[src/rtl/wb_cmd_master.sv]
// wb_cmd_master -- Wishbone classic single-transfer initiator.
//
// Takes one command (address, write data, byte selects, direction) on a
// valid/ready port and runs a single CYC/STB cycle on the Wishbone master
// port. It then waits for ACK, giving up after TIMEOUT cycles. The read data,
// or a timeout flag, is returned on a valid/ready response port. Only one
// transfer is outstanding at a time.
//
// Ports
//   wb_clk_i, wb_rst_ni         clock (rising edge), async active-low reset
//   cmd_valid_i / cmd_ready_o   command handshake
//   cmd_we_i, cmd_sel_i,
//   cmd_adr_i, cmd_dat_i        command fields
//   rsp_valid_o / rsp_ready_i   response handshake
//   rsp_dat_o, rsp_timeout_o    read data (0 for writes/timeouts), timeout flag
//   wbm_cyc_o, wbm_stb_o,
//   wbm_we_o, wbm_sel_o,
//   wbm_adr_o, wbm_dat_o        Wishbone master outputs
//   wbm_ack_i, wbm_dat_i        Wishbone master inputs
//
// state    | meaning
// ---------+------------------------------------------------------------
// ST_IDLE  | ready for a command, bus idle
// ST_BUS   | CYC/STB asserted, waiting for ACK or timeout
// ST_RESP  | response presented, waiting for rsp_ready_i

module wb_cmd_master #(
    parameter int AW      = 32,
    parameter int DW      = 32,
    parameter int TIMEOUT = 255
) (
    input  logic            wb_clk_i,
    input  logic            wb_rst_ni,
    input  logic            cmd_valid_i,
    output logic            cmd_ready_o,
    input  logic            cmd_we_i,
    input  logic [DW/8-1:0] cmd_sel_i,
    input  logic [AW-1:0]   cmd_adr_i,
    input  logic [DW-1:0]   cmd_dat_i,
    output logic            rsp_valid_o,
    input  logic            rsp_ready_i,
    output logic [DW-1:0]   rsp_dat_o,
    output logic            rsp_timeout_o,
    output logic            wbm_cyc_o,
    output logic            wbm_stb_o,
    output logic            wbm_we_o,
    output logic [DW/8-1:0] wbm_sel_o,
    output logic [AW-1:0]   wbm_adr_o,
    output logic [DW-1:0]   wbm_dat_o,
    input  logic            wbm_ack_i,
    input  logic [DW-1:0]   wbm_dat_i
);

    localparam int SW = DW / 8;
    localparam int CW = 16;
    // The counter holds the number of ACK-less STB cycles already completed,
    // so the cycle in which it equals TIMEOUT-1 is the last one allowed.
    localparam logic [CW-1:0] CNT_LAST = CW'(TIMEOUT - 1);

    typedef enum logic [1:0] {
        ST_IDLE = 2'd0,
        ST_BUS  = 2'd1,
        ST_RESP = 2'd2
    } state_t;

    state_t          state_q, state_d;
    logic [CW-1:0]   cnt_q, cnt_d;
    logic            ready_q, ready_d;
    logic            cyc_q, cyc_d;
    logic            we_q, we_d;
    logic [SW-1:0]   sel_q, sel_d;
    logic [AW-1:0]   adr_q, adr_d;
    logic [DW-1:0]   dat_q, dat_d;
    logic            rsp_valid_q, rsp_valid_d;
    logic [DW-1:0]   rsp_dat_q, rsp_dat_d;
    logic            rsp_to_q, rsp_to_d;

    always_comb begin
        state_d     = state_q;
        cnt_d       = cnt_q;
        ready_d     = ready_q;
        cyc_d       = cyc_q;
        we_d        = we_q;
        sel_d       = sel_q;
        adr_d       = adr_q;
        dat_d       = dat_q;
        rsp_valid_d = rsp_valid_q;
        rsp_dat_d   = rsp_dat_q;
        rsp_to_d    = rsp_to_q;

        case (state_q)
            ST_IDLE: begin
                // ready_q leaves reset at 0 and rises on the first edge in IDLE
                ready_d = 1'b1;
                if (cmd_valid_i && ready_q) begin
                    we_d    = cmd_we_i;
                    sel_d   = cmd_sel_i;
                    adr_d   = cmd_adr_i;
                    dat_d   = cmd_dat_i;
                    cyc_d   = 1'b1;
                    cnt_d   = '0;
                    ready_d = 1'b0;
                    state_d = ST_BUS;
                end
            end
            ST_BUS: begin
                // ACK takes priority over a timeout on the same edge
                if (wbm_ack_i) begin
                    cyc_d       = 1'b0;
                    rsp_valid_d = 1'b1;
                    rsp_dat_d   = we_q ? '0 : wbm_dat_i;
                    rsp_to_d    = 1'b0;
                    state_d     = ST_RESP;
                end else if (cnt_q == CNT_LAST) begin
                    cyc_d       = 1'b0;
                    rsp_valid_d = 1'b1;
                    rsp_dat_d   = '0;
                    rsp_to_d    = 1'b1;
                    state_d     = ST_RESP;
                end else begin
                    cnt_d = cnt_q + 1'b1;
                end
            end
            ST_RESP: begin
                if (rsp_ready_i) begin
                    rsp_valid_d = 1'b0;
                    ready_d     = 1'b1;
                    state_d     = ST_IDLE;
                end
            end
            default: begin
                cyc_d       = 1'b0;
                rsp_valid_d = 1'b0;
                ready_d     = 1'b0;
                state_d     = ST_IDLE;
            end
        endcase
    end

    always_ff @(posedge wb_clk_i or negedge wb_rst_ni) begin
        if (!wb_rst_ni) begin
            state_q     <= ST_IDLE;
            cnt_q       <= '0;
            ready_q     <= 1'b0;
            cyc_q       <= 1'b0;
            we_q        <= 1'b0;
            sel_q       <= '0;
            adr_q       <= '0;
            dat_q       <= '0;
            rsp_valid_q <= 1'b0;
            rsp_dat_q   <= '0;
            rsp_to_q    <= 1'b0;
        end else begin
            state_q     <= state_d;
            cnt_q       <= cnt_d;
            ready_q     <= ready_d;
            cyc_q       <= cyc_d;
            we_q        <= we_d;
            sel_q       <= sel_d;
            adr_q       <= adr_d;
            dat_q       <= dat_d;
            rsp_valid_q <= rsp_valid_d;
            rsp_dat_q   <= rsp_dat_d;
            rsp_to_q    <= rsp_to_d;
        end
    end

    // Classic single transfers: STB is always coincident with CYC
    assign cmd_ready_o   = ready_q;
    assign wbm_cyc_o     = cyc_q;
    assign wbm_stb_o     = cyc_q;
    assign wbm_we_o      = we_q;
    assign wbm_sel_o     = sel_q;
    assign wbm_adr_o     = adr_q;
    assign wbm_dat_o     = dat_q;
    assign rsp_valid_o   = rsp_valid_q;
    assign rsp_dat_o     = rsp_dat_q;
    assign rsp_timeout_o = rsp_to_q;

endmodule

[config.mk]
export PLATFORM = sky130hd
export DESIGN_NAME = wb_cmd_master
export DESIGN_NICKNAME = d
export VERILOG_FILES = /design/src/rtl/wb_cmd_master.sv
export SDC_FILE = /design/constraint.sdc
export NUM_CORES = 1
export LEC_CHECK = 0
export CAP_MARGIN = 10
export CORE_MARGIN = 8
export CORE_UTILIZATION = 47
export CTS_BUF_LIST = sky130_fd_sc_hd__clkbuf_8
export DETAILED_ROUTE_END_ITERATION = 10
export GPL_ROUTABILITY_DRIVEN = 0
export PLACE_DENSITY = 0.88
export SKIP_LAST_GASP = 1
export SLEW_MARGIN = 20
export SYNTH_ARGS = -nofsm -noshare
export SYNTH_HDL_FRONTEND = slang
export SYNTH_SLANG_ARGS = --single-unit
[constraint.sdc]
create_clock -name wb_clk_i -period 3.65 [get_ports wb_clk_i]
set_input_delay 0.9125 -clock wb_clk_i [delete_from_list [all_inputs] [get_ports wb_clk_i]]
set_output_delay 0.9125 -clock wb_clk_i [all_outputs]
set_load 0.02 [all_outputs]
### After elaboration in Yosys (flattened, before gate mapping)

Cells that the tools add are included.

* logic and storage cells: 58
* bits of input ports: 106
* flip-flop bits (word level): 123

* add/subtract/negate cells: 1
* reduce and logical (&&, ||, !) cells: 11
* mux-type cells: 24
* bitwise gates (word level): 3
* equal/unequal tests: 8

Operators by type and width (number)
* $mux W32: 3
* $mux W16: 3
* $pmux W16 S2: 1
* $add A16 B1 Y16 const B: 1
* $eq A16 B8 Y1 const B: 1
* $mux W1: 9
* $pmux W1 S3: 3
* $reduce_and A3 Y1: 3
* $mux W2: 4
* $ne A2 B2 Y1 const B: 4
* $pmux W2 S3: 1
* $reduce_and A2 Y1: 3
* $reduce_and A4 Y1: 1
* $reduce_bool A2 Y1: 2
* $ne A3 B3 Y1 const B: 1
* $not A1 Y1: 3
* $eq A2 B1 Y1 const B: 1
* $eq A2 B2 Y1 const B: 1
* $logic_not A2 Y1: 1
* $logic_and A1 B1 Y1: 1

### Longest topological paths before layout

Gate-level depths: netlist of the first run.

* depth in word-level cells: 4
* gate-level depth with buffers: 7

### Worst setup path after synthesis of the first run

Ideal clock, no wire load.

* path kind: input-to-reg
* start point: input port cmd_valid_i
* end point: register cnt_q[8]
* buffers on the path: 2
* data arrival time: 1834 ps
* library setup time: 135 ps
* stages on the path: 6
* path slack: 1681 ps
* path through: nor4bb_1 -> buf_4 -> nor2_2 -> buf_6 -> o311ai_1 -> o31ai_1

* cells in the longest elaborated chain, start to end: 3

RTL lines
* from (decl): line 34 `input logic cmd_valid_i,`
* $logic_and A1 B1 Y1: line 95 `if (cmd_valid_i && ready_q) begin`
* $ne A2 B2 Y1 (no source line)
* $reduce_and A4 Y1 (no source line)
* to (signal assigned): line 155 `cnt_q <= cnt_d;`
* to (decl): line 67 `logic [CW-1:0] cnt_q, cnt_d;`

No other way between the ends.
A chain may end at the register's enable or synchronous reset.

### Final worst setup path of the first run

* start point: register ready_q (netlist: cmd_ready_o)
* end point: output port cmd_ready_o

RTL lines
* from (decl): line 68 `logic ready_q, ready_d;`
* from (signal assigned): line 156 `ready_q <= ready_d;`
* to (decl): line 35 `output logic cmd_ready_o,`

No word-level cell between the ends.

==> results.py, run 1 <==
metrics = {
    "yosys": {
        "async_flop_share_pct": 100,
        "yosys_warnings": 0,
        "synth_cells": 496,
        "ys_ff_latch": 123,
        "ys.flop_type": "dfrtp_1",
        "syn_area_um2": 4970,
        "syn_nets": 604,
        "synth.distinct_cells": 43,
        "synth-xor-area-share_pct": 0,
        "yosys.area_share.simple_pct": 22.6,
        "avgSynthCellArea_um2": 10.0,
        "synth_top_family_by_area": "simple AND/OR/NAND/NOR gates",
        "synth_mux_area_share_pct": 0.201,
        "synth_compound_area_share_pct": 11.2,
        "synth_fa_ha_area_share_pct": 0.503,
        "synth-edff-count": 0,
        "yosysSeqAreaShare_pct": 61.9,
    },
    "timing": {
        "tns_ns": 0,
        "rsz0062_at_grt": "false",
        "tightest_slew_ns": 0.712,
        "slew_violations": 0,
        "setup_viol": 0,
        "fin_crit_ns": 2.40,
        "min_period_over_period_pct": 65.7,
        "slew_headroom_pct": 52.5,
        "final_hold_viol_count": 0,
        "setup_ws_ns": 1.25,
        "fin_skew_ns": 0.00983,
        "max_clock_freq_ghz": 0.417,
        "timing.hold.ws_ns": 0.478,
    },
    "floorplanning": {
        "ioPinCount": 212,
        "num_rows": 37,
        "floorplan.die_area_um2": 14100,
        "die_y_um": 119,
        "initial_core_util_pct": 48.4,
        "die_w_um": 119,
        "coreArea_um2": 10300,
    },
    "outcome": {
        "outcome": "complete, no violations",
    },
    "clocking": {
        "cts_resized": 0,
        "cts_hold_buffers": 0,
        "clock_latency_ns": 0.42,
        "post_cts_buffers": 0,
        "clock-sinks": 123,
        "htreeDepth": 4,
        "cts_root_buf": "clkbuf_8",
        "cts_tree": "done",
        "clk_path_buf_depth": 2,
        "cts_buffers": 17,
        "clkTransAtPathRegs_ns": 0.07,
    },
    "global_routing": {
        "grt_pass1_wl_um": 24500,
        "grt_pass1_vias": 4643,
        "grtUsageTotal_pct": 21.6,
        "antenna_found_initial": 0,
        "overflow": 0,
        "grt_max_degree": 70,
    },
    "pwr": {
        "pwr_density_cell_nw_per_um2": 898,
        "total_power_mw": 6.86,
        "ir_drop_uv": 455,
        "leakage_nw": 3.60,
    },
    "setup_path": {
        "cpPeakStageDelay_ns": 0.65,
        "path_cells": "clkdlybuf4s50_1",
        "required_ns": 2.74,
        "startpoint_type": "flip-flop",
        "crit_slowest_cell": "clkdlybuf4s50_1",
        "criticalPathCategory": "flip-flop to primary output",
        "critPathMaxFanout": 4,
        "cpLargestDelayFamily": "buffers and inverters",
        "crit_arrival_ns": 1.49,
        "endpoint_kind": "primary output",
        "critical_path_buf_inv_count": 1,
    },
    "place": {
        "io_buffer_count": 211,
        "place_ws_ns": 0.903,
        "hpwl_um": 11200,
    },
    "layout": {
        "layout_common_cells": "nand2_1, clkdlybuf4s50_1, dfrtp_1",
        "final_nets": 812,
        "num_antenna_cells": 0,
        "drive_gt1_share_pct": 6.56,
        "mostFrequentLayoutCell": "nand2_1",
        "area_growth_pct": 53.7,
    },
    "job": {
        "cap_viol_max_count": 0,
    },
    "min_path": {
        "hold_path.class": "flip-flop to flip-flop",
    },
    "detailed_routing": {
        "drcViolationCount": 0,
        "first_pass_iters": 5,
        "vias": 4533,
        "wl_um": 15500,
        "viasPerCell": 5.31,
        "drt_first_iter_violations": 405,
        "wl_per_cell_um": 18.1,
        "ant_nets": 0,
    },
}
-- worst paths after layout --
check                              start             to  slack, ns  cells past startpoint
setup reg to reg              state_q[0]  wbm_dat_o[25]       1.65                      5
hold reg to reg            wbm_adr_o[13]  wbm_adr_o[13]       0.48                      2
setup / recovery             cmd_ready_o    cmd_ready_o       1.25                      1
max in group asynchronous      wb_rst_ni       cnt_q[9]       2.28                      2
hold / removal             wbm_adr_o[13]  wbm_adr_o[13]       0.48                      2
min in group asynchronous      wb_rst_ni   rsp_dat_o[8]       0.53                      1
-- cell families after synthesis --
logic type / Yosys count
AO/OA/AOI/OAI: 71
adder cells (fa/ha/maj): 2
buffers and inverters: 36
flip-flops: 123
multiplexers: 1
AND/OR/NAND/NOR: 263
-- cell usage after synthesis (2+ instances only) --
master    count  area, um^2
nor2_2        2        12.5
buf_2         8        40.0
and3_1        4        25.0
or4_1         2        15.0
a22o_1       32         280
buf_1         5        18.8
nor2_1        2        7.51
inv_1         6        22.5
a41oi_1       2        17.5
nor2b_1       2        12.5
nand4_1       5        31.3
o31ai_1       8        60.1
o21ai_0       7        35.0
a21oi_1       5        25.0
ha_1          2        25.0
a31oi_1       3        18.8
and4_1        3        26.3
buf_6         2        22.5
o311ai_1      6        52.6
clkbuf_1     10        37.5
and2_1        2        12.5
nor4bb_1      2        20.0
nand3_1       7        35.0
dfrtp_1     123        3080
nand2b_1      4        25.0
nand2_1     218         818
buf_4         5        37.5
nor3_1        3        15.0
o211ai_1      2        15.0
-- power by group --
group	internal, mW	switching (mW)	leakage (nW)
Clock	0.844	0.532	0.233
Sequential	1.95	0.384	1.56
Combinational	1.44	1.71	1.80
Total	4.24	2.62	3.60
-- routing by layer --
metal  part of all wire [%]  track usage, %
met5                      0               0
met3                    6.6            6.14
met4                    2.4            8.77
met1                     38            23.7
met2                     53            38.7
-- cell type report --
cell class | instances | area (um^2)
timing repair buffer | 219 | 2180
fill | 723 | 2640
clock buffer | 19 | 262
sequential | 123 | 3080
tap | 136 | 170
multi-input combinational | 337 | 1730
clock inverter | 13 | 198
inverter | 6 | 22.5
-- flip-flops by register name, summed over array words and instances (netlist names) --
register	cells
wbm_we_o	1
rsp_valid_o	1
rsp_dat_o	32
cnt_q	16
wbm_sel_o	4
wbm_dat_o	32
rsp_timeout_o	1
cmd_ready_o	1
wbm_cyc_o	1
state_q	2
wbm_adr_o	32
-- metrics by stage --
step,cell area [um^2],std cells,util (%)
2_1_floorplan,4970,496,-
3_3_place_gp,7180,821,69.9
3_5_place_dp,7180,821,69.9
4_1_cts,7640,853,74.3
5_1_grt,7640,853,74.3
6_report,7640,853,74.3
Power figures use the tool's default switching activity.
==> inputs of run 2 (changes only) <==
--- a/config.mk
+++ b/config.mk
@@ -7,11 +7,11 @@
 export LEC_CHECK = 0
 export CAP_MARGIN = 10
 export CORE_MARGIN = 8
-export CORE_UTILIZATION = 47
+export CORE_UTILIZATION = 40
 export CTS_BUF_LIST = sky130_fd_sc_hd__clkbuf_8
 export DETAILED_ROUTE_END_ITERATION = 10
 export GPL_ROUTABILITY_DRIVEN = 0
-export PLACE_DENSITY = 0.88
+export PLACE_DENSITY = 0.79
 export SKIP_LAST_GASP = 1
 export SLEW_MARGIN = 20
 export SYNTH_ARGS = -nofsm -noshare
==> constraint.sdc (replaced) <==
create_clock -name wb_clk_i -period 2.2 [get_ports wb_clk_i]
set_input_delay 0.55 -clock wb_clk_i [delete_from_list [all_inputs] [get_ports wb_clk_i]]
set_output_delay 0.55 -clock wb_clk_i [all_outputs]
set_load 0.02 [all_outputs]
==> results.py, run 2 (synthesized netlist as in run 1, its figures left out) <==
metrics = {
    "outcome": {
        "outcome": "complete, no violations",
    },
    "timing": {
        "max_clock_freq_ghz": 0.490,
        "fin_crit_ns": 2.04,
        "slew_violations": 0,
        "min_period_over_period_pct": 92.8,
        "timing.hold.ws_ns": 0.0850,
        "final_hold_viol_count": 0,
        "slew_headroom_pct": 65.4,
        "setup_viol": 0,
        "tns_ns": 0,
        "fin_skew_ns": 0.00975,
        "tightest_slew_ns": 0.518,
        "rsz0062_at_grt": "false",
    },
    "job": {
        "cap_viol_max_count": 0,
    },
    "detailed_routing": {
        "wl_per_cell_um": 16.4,
        "first_pass_iters": 4,
        "drcViolationCount": 0,
        "ant_nets": 0,
        "vias": 4434,
        "wl_um": 14700,
        "drt_first_iter_violations": 258,
        "viasPerCell": 4.97,
    },
    "pwr": {
        "power_frac_clock_pct": 19.6,
        "ir_drop_uv": 695,
        "p_seq_share_pct": 34.1,
        "leakage_nw": 3.64,
        "p_int_mw": 6.99,
        "switching_share_pct": 38.2,
        "p_switching_mw": 4.33,
        "pwr-share-comb_pct": 46.3,
        "pwr_density_cell_nw_per_um2": 1460,
    },
    "floorplanning": {
        "die_y_um": 127,
        "die_w_um": 127,
        "coreArea_um2": 12100,
        "floorplan.die_area_um2": 16300,
        "num_rows": 40,
        "initial_core_util_pct": 41.2,
        "ioPinCount": 212,
    },
    "global_routing": {
        "met2_usage_pct": 30.6,
        "grtUsageTotal_pct": 17.9,
        "grt_pass1_vias": 4468,
        "use_met1_pct": 20.7,
        "grt_max_degree": 52,
        "antenna_found_initial": 0,
        "top_usage_layer": "met2",
        "use_met3_pct": 5.82,
        "overflow": 0,
        "grt_pass1_wl_um": 23400,
    },
    "setup_path": {
        "crit_path_start": "cmd_ready_o",
        "criticalPathCategory": "flip-flop to primary output",
        "r2r-start": "cnt_q[0]",
        "r2r-end": "cnt_q[3]",
        "path_cells": "clkdlybuf4s50_1",
        "startpoint_type": "flip-flop",
        "endpoint_kind": "primary output",
        "crit_slowest_cell": "clkdlybuf4s50_1",
        "r2r_cells": 6,
        "cpLargestDelayFamily": "buffers and inverters",
        "rrSetupSlack_ns": 0.35,
        "cpPeakStageDelay_ns": 0.68,
        "crit_arrival_ns": 1.49,
        "critical_path_buf_inv_count": 1,
        "critPathMaxFanout": 4,
        "required_ns": 1.65,
    },
    "layout": {
        "mostFrequentLayoutCell": "nand2_1",
        "drive_gt1_share_pct": 7.72,
        "stdcell_area_um2": 7770,
        "area_growth_pct": 56.3,
        "layout_common_cells": "nand2_1, clkdlybuf4s50_1, dfrtp_1",
        "num_antenna_cells": 0,
        "final_nets": 820,
        "finalCoreUtilization_pct": 64.4,
    },
    "place": {
        "placed_area_um2": 7320,
        "hpwl_um": 11000,
        "io_buffer_count": 211,
    },
    "clocking": {
        "cts_hold_buffers": 0,
        "clock-sinks": 123,
        "clock_latency_ns": 0.42,
        "clk_path_buf_depth": 2,
        "post_cts_buffers": 0,
        "htreeDepth": 4,
        "cts_tree": "done",
        "cts_root_buf": "clkbuf_8",
        "clkTransAtPathRegs_ns": 0.08,
        "cts_buffers": 17,
        "cts_resized": 0,
    },
    "min_path": {
        "hold_path.class": "input pin to asynchronous set/reset pin",
    },
}
## run 2: cell count changes in the layout (fill, tap and decap cells not counted), sizes merged
cell,change
clkinv,-1
buf,+8
bufinv,-1
clkinvlp,+2
## run 2: through the flow
stage	power, mW	std cells	worst slack [ns]
CTS	11.5	893	0.125
finish	11.3	893	0.158
global placement	9.01	861	0.173
floorplan	6.45	496	0.486
detailed placement	9.19	861	0.124
global route	12.0	893	0.100
## run 2: power groups by stage
stage	Combinational, mW	Clock [mW]	Sequential (mW)
after global placement	5.18	0	3.83
after floorplan	1.52	0	4.93
after CTS	5.32	2.27	3.87
after global routing	5.63	2.37	3.99
final	5.24	2.22	3.86
after detailed placement	5.31	0	3.88
## run 2: final cells by class
cell class                 count  area (um^2)
fill                         961         4290
sequential                   123         3080
timing repair buffer         227         2280
multi-input combinational    337         1730
clock buffer                  19          262
tap                          168          210
clock inverter                13          190
inverter                       6         22.5
## run 2: worst max path at each step
stage	endpoint	slack (ns)	depth (start not counted)
detailed placement	cnt_q[2]	0.12	5
floorplan	cnt_q[7]	0.49	7
CTS	cmd_ready_o	0.12	1
finish	cmd_ready_o	0.16	1
global route	cmd_ready_o	0.10	1
global placement	cnt_q[4]	0.17	5
## run 2: per-layer routing
layer,wire length [um],vias up
met5,0,-
met4,263,0
met3,1080,18
met2,7560,170
met1,5770,2142
li1,-,2104
==> inputs of run 3 (changes only) <==
--- a/config.mk
+++ b/config.mk
@@ -8,7 +8,8 @@
 export CAP_MARGIN = 10
 export CORE_MARGIN = 8
 export CORE_UTILIZATION = 40
-export CTS_BUF_LIST = sky130_fd_sc_hd__clkbuf_8
+export CTS_BUF_LIST = sky130_fd_sc_hd__clkbuf_4
+export CTS_CLUSTER_SIZE = 20
 export DETAILED_ROUTE_END_ITERATION = 10
 export GPL_ROUTABILITY_DRIVEN = 0
 export PLACE_DENSITY = 0.79
==> results.py, run 3 (synthesized netlist as in run 1, its figures left out) <==
metrics = {
    "outcome": {
        "outcome": "complete, no violations",
    },
    "clocking": {
        "cts_root_buf": "clkbuf_4",
        "cts_tree": "done",
        "post_cts_buffers": 0,
        "clock_latency_ns": 0.51,
        "clk_path_buf_depth": 2,
        "clock-sinks": 123,
        "cts_buffers": 17,
        "clkTransAtPathRegs_ns": 0.11,
        "htreeDepth": 4,
    },
    "timing": {
        "tns_ns": 0,
        "min_period_over_period_pct": 95.7,
        "fin_crit_ns": 2.10,
        "setup_ws_ns": 0.0954,
        "rsz0062_at_grt": "false",
        "tightest_slew_ns": 0.523,
        "max_clock_freq_ghz": 0.475,
        "final_hold_viol_count": 0,
        "fin_skew_ns": 0.0273,
        "slew_headroom_pct": 65.1,
        "slew_violations": 0,
        "setup_viol": 0,
    },
    "setup_path": {
        "path_cells": "clkdlybuf4s50_1",
        "criticalPathCategory": "flip-flop to primary output",
        "crit_slowest_cell": "clkdlybuf4s50_1",
        "cpPeakStageDelay_ns": 0.64,
        "startpoint_type": "flip-flop",
        "cpLargestDelayFamily": "buffers and inverters",
        "crit_arrival_ns": 1.55,
        "required_ns": 1.65,
        "critical_path_buf_inv_count": 1,
        "critPathMaxFanout": 3,
        "rrSetupSlack_ns": 0.31,
        "endpoint_kind": "primary output",
    },
    "floorplanning": {
        "floorplan.die_area_um2": 16300,
        "initial_core_util_pct": 41.2,
        "die_w_um": 127,
        "num_rows": 40,
        "ioPinCount": 212,
        "die_y_um": 127,
        "coreArea_um2": 12100,
    },
    "pwr": {
        "leakage_nw": 3.59,
        "pwr_density_cell_nw_per_um2": 1420,
        "ir_drop_uv": 600,
    },
    "detailed_routing": {
        "ant_nets": 0,
        "wl_um": 14700,
        "vias": 4476,
        "first_pass_iters": 4,
        "viasPerCell": 5.00,
        "wl_per_cell_um": 16.4,
        "drt_first_iter_violations": 284,
        "drcViolationCount": 0,
    },
    "layout": {
        "stdcell_area_um2": 7660,
        "area_growth_pct": 54.1,
        "seq_area_um2": 3080,
        "n_fill_cell": 978,
        "fin_cells": 895,
        "final_nets": 821,
        "multi_input_area_um2": 1730,
        "layout_common_cells": "nand2_1, clkdlybuf4s50_1, dfrtp_1",
        "mostFrequentLayoutCell": "nand2_1",
        "drive_gt1_share_pct": 7.44,
    },
    "job": {
        "cap_viol_max_count": 0,
    },
    "global_routing": {
        "grtUsageTotal_pct": 17.8,
        "grt_pass1_wl_um": 23200,
        "overflow": 0,
        "antenna_found_initial": 1,
        "grt_max_degree": 52,
        "grt_pass1_vias": 4463,
    },
    "place": {
        "hpwl_um": 11000,
        "place_ws_ns": 0.124,
        "place_inst": 861,
        "io_buffer_count": 211,
        "placed_area_um2": 7320,
    },
    "min_path": {
        "hold_path.class": "flip-flop to flip-flop",
    },
}
[run 3: metal layers]
metal | share of wire (%) | wire length (um) | GRT usage, % | vias to the layer above
met2 | 51 | 7470 | 30.5 | 179
met1 | 40 | 5860 | 20.2 | 2163
met5 | 0 | 0 | 0 | -
met4 | 2.0 | 297 | 6.79 | 0
li1 | - | - | - | 2111
met3 | 7.3 | 1070 | 5.91 | 23
[run 3: area by class of cell]
class	instances	area share (%)
Clock inverter	15	2.58
Multi-Input combinational cell	337	22.6
Antenna cell	1	0.0327
Inverter	6	0.294
Tap cell	168	2.74
Timing Repair Buffer	228	29.9
Sequential cell	123	40.2
Clock buffer	17	1.67
[run 3: what timing repair did]
item                                   4_1_cts  5_1_grt
endpoints found under the hold margin       34        0
hold buffers                                 1        0
gates resized for setup                      0        1
setup endpoints to repair                    0        1
[run 3: report_power, final]
group          switching [mW]  internal (mW)
registers               0.625           3.23
clock network           0.879          0.900
logic                    2.79           2.45
[run 3: worst paths after layout]
check                             startpoint       endpoint  cells past startpoint
worst max-delay path               wbm_cyc_o      wbm_stb_o                      1
worst min-delay path            wbm_adr_o[6]   wbm_adr_o[6]                      2
worst max register to register      cnt_q[0]       cnt_q[3]                      6
worst min register to register  wbm_adr_o[6]   wbm_adr_o[6]                      2
max in group asynchronous          wb_rst_ni   wbm_adr_o[7]                      3
min in group asynchronous          wb_rst_ni  rsp_dat_o[15]                      2
[run 3: stage by stage]
step                      hold slack, ns  total power, mW  utilization (%)
after CTS                          0.490             11.0             63.5
after global placement             0.457             9.01             60.7
after detailed placement           0.462             9.19             60.7
after floorplan                    0.254             6.45                -
final                              0.485             10.9             63.5
after global routing               0.509             11.5             63.5
==> variant 1 (flow settings as in run 2) <==
The 3 states of `state_t` get a one-hot encoding in 3 bits.
--- a/src/rtl/wb_cmd_master.sv
+++ b/src/rtl/wb_cmd_master.sv
@@ -57,10 +57,10 @@
     // so the cycle in which it equals TIMEOUT-1 is the last one allowed.
     localparam logic [CW-1:0] CNT_LAST = CW'(TIMEOUT - 1);
 
-    typedef enum logic [1:0] {
-        ST_IDLE = 2'd0,
-        ST_BUS  = 2'd1,
-        ST_RESP = 2'd2
+    typedef enum logic [2:0] {
+        ST_IDLE = 3'b001,
+        ST_BUS  = 3'b010,
+        ST_RESP = 3'b100
     } state_t;
 
     state_t          state_q, state_d;
Behaviour: no difference found for any inputs over 10 cycles, from zero or initial values and one cycle with wb_rst_ni low; not proved beyond that.
==> variant 1 against run 2 <==
Synthesized area is 14% higher. Worst setup slack worse by 0.090 ns. Sequential cell count is 1 higher. Combinational power is 11% lower. Routed wire length is 19% higher. Cell area is 11% higher. Worst hold slack worse by 0.035 ns. Non-clock buffer count is 20 higher. Sequential share of layout area is 3.6 points lower. Critical path depth is 6 higher. Global-route usage is 1.1 points higher. Synthesized cell count is 20% higher. Power is 8.7% lower. Critical endpoint is now rsp_dat_o[31]$_DFFE_PN0P_. Highest routed layer unchanged.
==> variant 1: results (changes against run 2) <==
routing:
  wire_per_inst_microns: 17.3  # was 16.4 microns
  first_iter_violations: 250  # was 258
  dr_total_vias: 5231  # was 4,434
global_route:
  grt_start_max_net_pins: 83  # was 52
  global_route_wire_length_before_repair_microns: 27400  # was 23,400 microns
  grt_total_usage: 0.190  # was 0.179
power_and_ir_drop:
  register_share_of_total_power: 0.347  # was 0.341
  intPower_mw: 6.45  # was 6.99 mW
  power.switching_mw: 3.88  # was 4.33 mW
  power.ir.vdd_worst_mv: 0.754  # was 0.695 mV
  p_clk_mw: 2.09  # was 2.22 mW
  cellLeakagePower_nw: 3.92  # was 3.64 nW
synth:
  ys_seq_area_frac: 0.550  # was 0.619
  post_synth_mux_area_share: 0.0146  # was 0.00201
  synthesis.nets: 701  # was 604
  yosys.area_share.adder: 0.00443  # was 0.00503
  synth_compound_gate_area_share: 0.160  # was 0.112
  most_frequent_cells_after_synthesis: "sky130_fd_sc_hd__nand2_1, sky130_fd_sc_hd__dfrtp_1, sky130_fd_sc_hd__a22oi_1"  # was sky130_fd_sc_hd__nand2_1, sky130_fd_sc_hd__dfrtp_1, sky130_fd_sc_hd__a22o_1
  yosys.cell_types.count: 50  # was 43
finish:
  final_net_count: 925  # was 820
  layout.filler_cells: 1090  # was 961
  drive_above_1_share: 0.133  # was 0.0772
timing:
  post_route_skew_ns: 0.00661  # was 0.00975 ns
  timing.hold.ws_ns: 0.0500  # was 0.0850 ns
  postLayoutSetupSlackWorst_ns: 0.0676  # was 0.158 ns
status:
  outcome: "finished, final reports clean"  # unchanged
setup_path:
  worst-endpoint-arrival_ns: 2.45  # was 1.49 ns
  path_delay_family: "simple AND/OR/NAND/NOR gates"  # was buffers and inverters
  critPathSlowestCell: "sky130_fd_sc_hd__or4_4"  # was sky130_fd_sc_hd__clkdlybuf4s50_1
  timing.rr.end: "rsp_dat_o[31]$_DFFE_PN0P_"  # was cnt_q[3]$_DFFE_PN0P_
  critical_path_class: "reg2reg"  # was reg2out
  timing.critical_path.fanout_max: 17  # was 4
  timing.reg2reg.worst_path_depth: 7  # was 6
clocking:
  worst_skew_pair_later_pin_latency_ns: 0.44  # was 0.42 ns
place:
  detailed_place_hpwl_microns: 12500  # was 11,000 microns
## variant 1: cell count changes after synthesis, sizes merged, moves of 5 or more
cell	delta
mux2i	+5
o311ai	-6
o211ai	+31
a22oi	+32
nand2b	+5
a22o	-32
a211oi	+5
o31ai	-5
clkbuf	+11
nand2	+35
## variant 1: routing by layer
metal / share of wire / track usage / vias up / wire length [microns]
li1: - / - / 2464 / -
met1: 0.40 / 0.210 / 2534 / 6920
met2: 0.46 / 0.297 / 209 / 8050
met3: 0.12 / 0.106 / 24 / 2140
met4: 0.018 / 0.0742 / 0 / 317
met5: 0 / 0 / - / 0
## variant 1: layout make-up
type | count | area share
Sequential cell | 124 | 0.360
Inverter | 6 | 0.00261
Timing Repair Buffer | 247 | 0.291
Tap cell | 180 | 0.0261
Clock buffer | 21 | 0.0335
Clock inverter | 11 | 0.0145
Multi-Input combinational cell | 421 | 0.272
==> variant 2 (flow settings as in run 2) <==
Made on the original files. `TIMEOUT`: 255 -> 128.
--- a/src/rtl/wb_cmd_master.sv
+++ b/src/rtl/wb_cmd_master.sv
@@ -27,7 +27,7 @@
 module wb_cmd_master #(
     parameter int AW      = 32,
     parameter int DW      = 32,
-    parameter int TIMEOUT = 255
+    parameter int TIMEOUT = 128
 ) (
     input  logic            wb_clk_i,
     input  logic            wb_rst_ni,
Behaviour: no difference found for any inputs over 4 cycles, from zero or initial values and one cycle with wb_rst_ni low; that may be too few to reach the edited logic, so the function may still have changed.
==> variant 2 against run 2 <==
First-iteration DRC count down 26%. Clock power down 13%. Non-clock buffer count down 2. Synthesized cell count down 29%. Power down 3.6%. Sequential cell count unchanged. Largest power group unchanged. Synthesized area down 1.1%. Critical path type unchanged. Worst setup slack worse by 0.021 ns. Routed wire length down 4.6%. Cell area down 1.5%. Critical path depth unchanged.
==> variant 2: results (changes against run 2) <==
status:
  outcome: "finished, final reports clean"  # unchanged
timing:
  post_route_skew_ns: 0.0124  # was 0.00975 ns
  worst_slew_margin_rel: 0.670  # was 0.654
place:
  dp_slack_ns: 0.0287  # was 0.124 ns
  detailed_place_hpwl_microns: 10600  # was 11,000 microns
  dp_cells: 703  # was 861
finish:
  layout.filler_cells: 917  # was 961
  final_net_count: 682  # was 820
  fin_cells: 735  # was 893
  antenna-diode-count: 0  # unchanged
  drive_above_1_share: 0.214  # was 0.0772
setup_path:
  timing.rr.end: "rsp_dat_o[7]$_DFFE_PN0P_"  # was cnt_q[3]$_DFFE_PN0P_
  worst-endpoint-arrival_ns: 1.51  # was 1.49 ns
  reg2reg_slack_ns: 0.18  # was 0.35 ns
  largest_stage_delay_on_the_critical_path_ns: 0.66  # was 0.68 ns
routing:
  first_iter_violations: 191  # was 258
  drtPass1Iterations: 5  # was 4
  detail_route.wirelength_microns: 14000  # was 14,700 microns
  route.detailed.vias_per_inst: 5.11  # was 4.97
synth:
  yosys-top-cells-area: "sky130_fd_sc_hd__dfrtp_1, sky130_fd_sc_hd__mux2_2, sky130_fd_sc_hd__a22o_1"  # was sky130_fd_sc_hd__dfrtp_1, sky130_fd_sc_hd__nand2_1, sky130_fd_sc_hd__a22o_1
  most_frequent_cells_after_synthesis: "sky130_fd_sc_hd__dfrtp_1, sky130_fd_sc_hd__mux2_2, sky130_fd_sc_hd__a22o_1"  # was sky130_fd_sc_hd__nand2_1, sky130_fd_sc_hd__dfrtp_1, sky130_fd_sc_hd__a22o_1
  synthesis.nets: 458  # was 604
  synth.avg_cell_area_sq_um: 14.0  # was 10.0 sq um
  ys_seq_area_frac: 0.626  # was 0.619
global_route:
  global_route_wire_length_before_repair_microns: 22300  # was 23,400 microns
  number_of_global_route_vias_before_repair: 4219  # was 4,468
  grt_start_max_net_pins: 51  # was 52
clocking:
  clk_pin_slew_ns: 0.06  # was 0.08 ns
power_and_ir_drop:
  power.ir.vdd_worst_mv: 0.920  # was 0.695 mV
  cellLeakagePower_nw: 3.25  # was 3.64 nW
## variant 2: cell types whose count changed in the layout (fill, tap and decap cells not counted), sizes merged, moves of 3 or more
cell / run 2 / this run
inv: 7 / 10
mux2: 0 / 69
nor2: 4 / 14
nand2: 218 / 14
o21ai: 8 / 19
o311ai: 6 / 0
clkinvlp: 4 / 1
a21oi: 5 / 9
o31ai: 8 / 5
## variant 2: worst min-delay path by stage
stage                                           end  slack [ns]  depth (start not counted)
after global routing      wbm_dat_o[30]$_DFFE_PN0P_        0.08                          1
after floorplan             cmd_ready_o$_DFFE_PN0P_        0.25                          0
after global placement        cnt_q[15]$_DFFE_PN0P_        0.46                          1
after detailed placement    rsp_valid_o$_DFFE_PN0P_        0.48                          2
final                     wbm_dat_o[30]$_DFFE_PN0P_        0.08                          1
after CTS                 wbm_dat_o[30]$_DFFE_PN0P_        0.07                          1
## variant 2: final cells by class
cell class	count	area [sq um]	area share
Inverter	6	22.5	0.00294
Tap cell	147	184	0.0240
Timing Repair Buffer	225	2280	0.297
Multi-Input combinational cell	202	1700	0.222
Clock inverter	11	103	0.0134
Clock buffer	21	289	0.0378
Sequential cell	123	3080	0.402
## variant 2: kinds of logic after synthesis
group           count (synthesis)  share of synthesized area
compound gates                 75                      0.112
buf+inv                        26                     0.0305
fa+ha+maj                       1                    0.00254
flops                         123                      0.626
simple gates                   57                     0.0708
mux                            69                      0.158
## variant 2: timing repair
action	CTS	global route
hold endpoints to repair	0	0
setup endpoints to repair	0	6
resized for setup	0	1
## variant 2: per-layer routing
metal | track usage | vias to the layer above | wire length, microns
li1 | - | 1732 | -
met1 | 0.193 | 1841 | 5310
met2 | 0.292 | 167 | 7020
met3 | 0.0922 | 14 | 1540
met4 | 0.0616 | 0 | 126
met5 | 0 | - | 0
## variant 2: worst reg2reg max path, stage by stage (launching register included)
cell and delay [ns]:
sky130_fd_sc_hd__dfrtp_1 0.40, sky130_fd_sc_hd__ha_1 0.22, sky130_fd_sc_hd__and4_1 0.35, sky130_fd_sc_hd__nand4_2 0.17
sky130_fd_sc_hd__buf_4 0.20, sky130_fd_sc_hd__inv_2 0.06, sky130_fd_sc_hd__o21ai_2 0.07, sky130_fd_sc_hd__buf_12 0.19
sky130_fd_sc_hd__a22o_1 0.25
## variant 2: through the flow
step           utilization  cell area, sq um
6_report             0.637              7650
3_3_place_gp         0.604              7260
3_5_place_dp         0.604              7260
5_1_grt              0.637              7650
4_1_cts              0.637              7650
2_1_floorplan            -              4920
## variant 2: power breakdown
| group | total (mW) | switching, mW | internal (mW) |
|---|---|---|---|
| registers | 3.76 | 0.569 | 3.19 |
| logic | 5.21 | 2.47 | 2.74 |
| clock network | 1.94 | 0.839 | 1.10 |
| total | 10.9 | 3.88 | 7.03 |
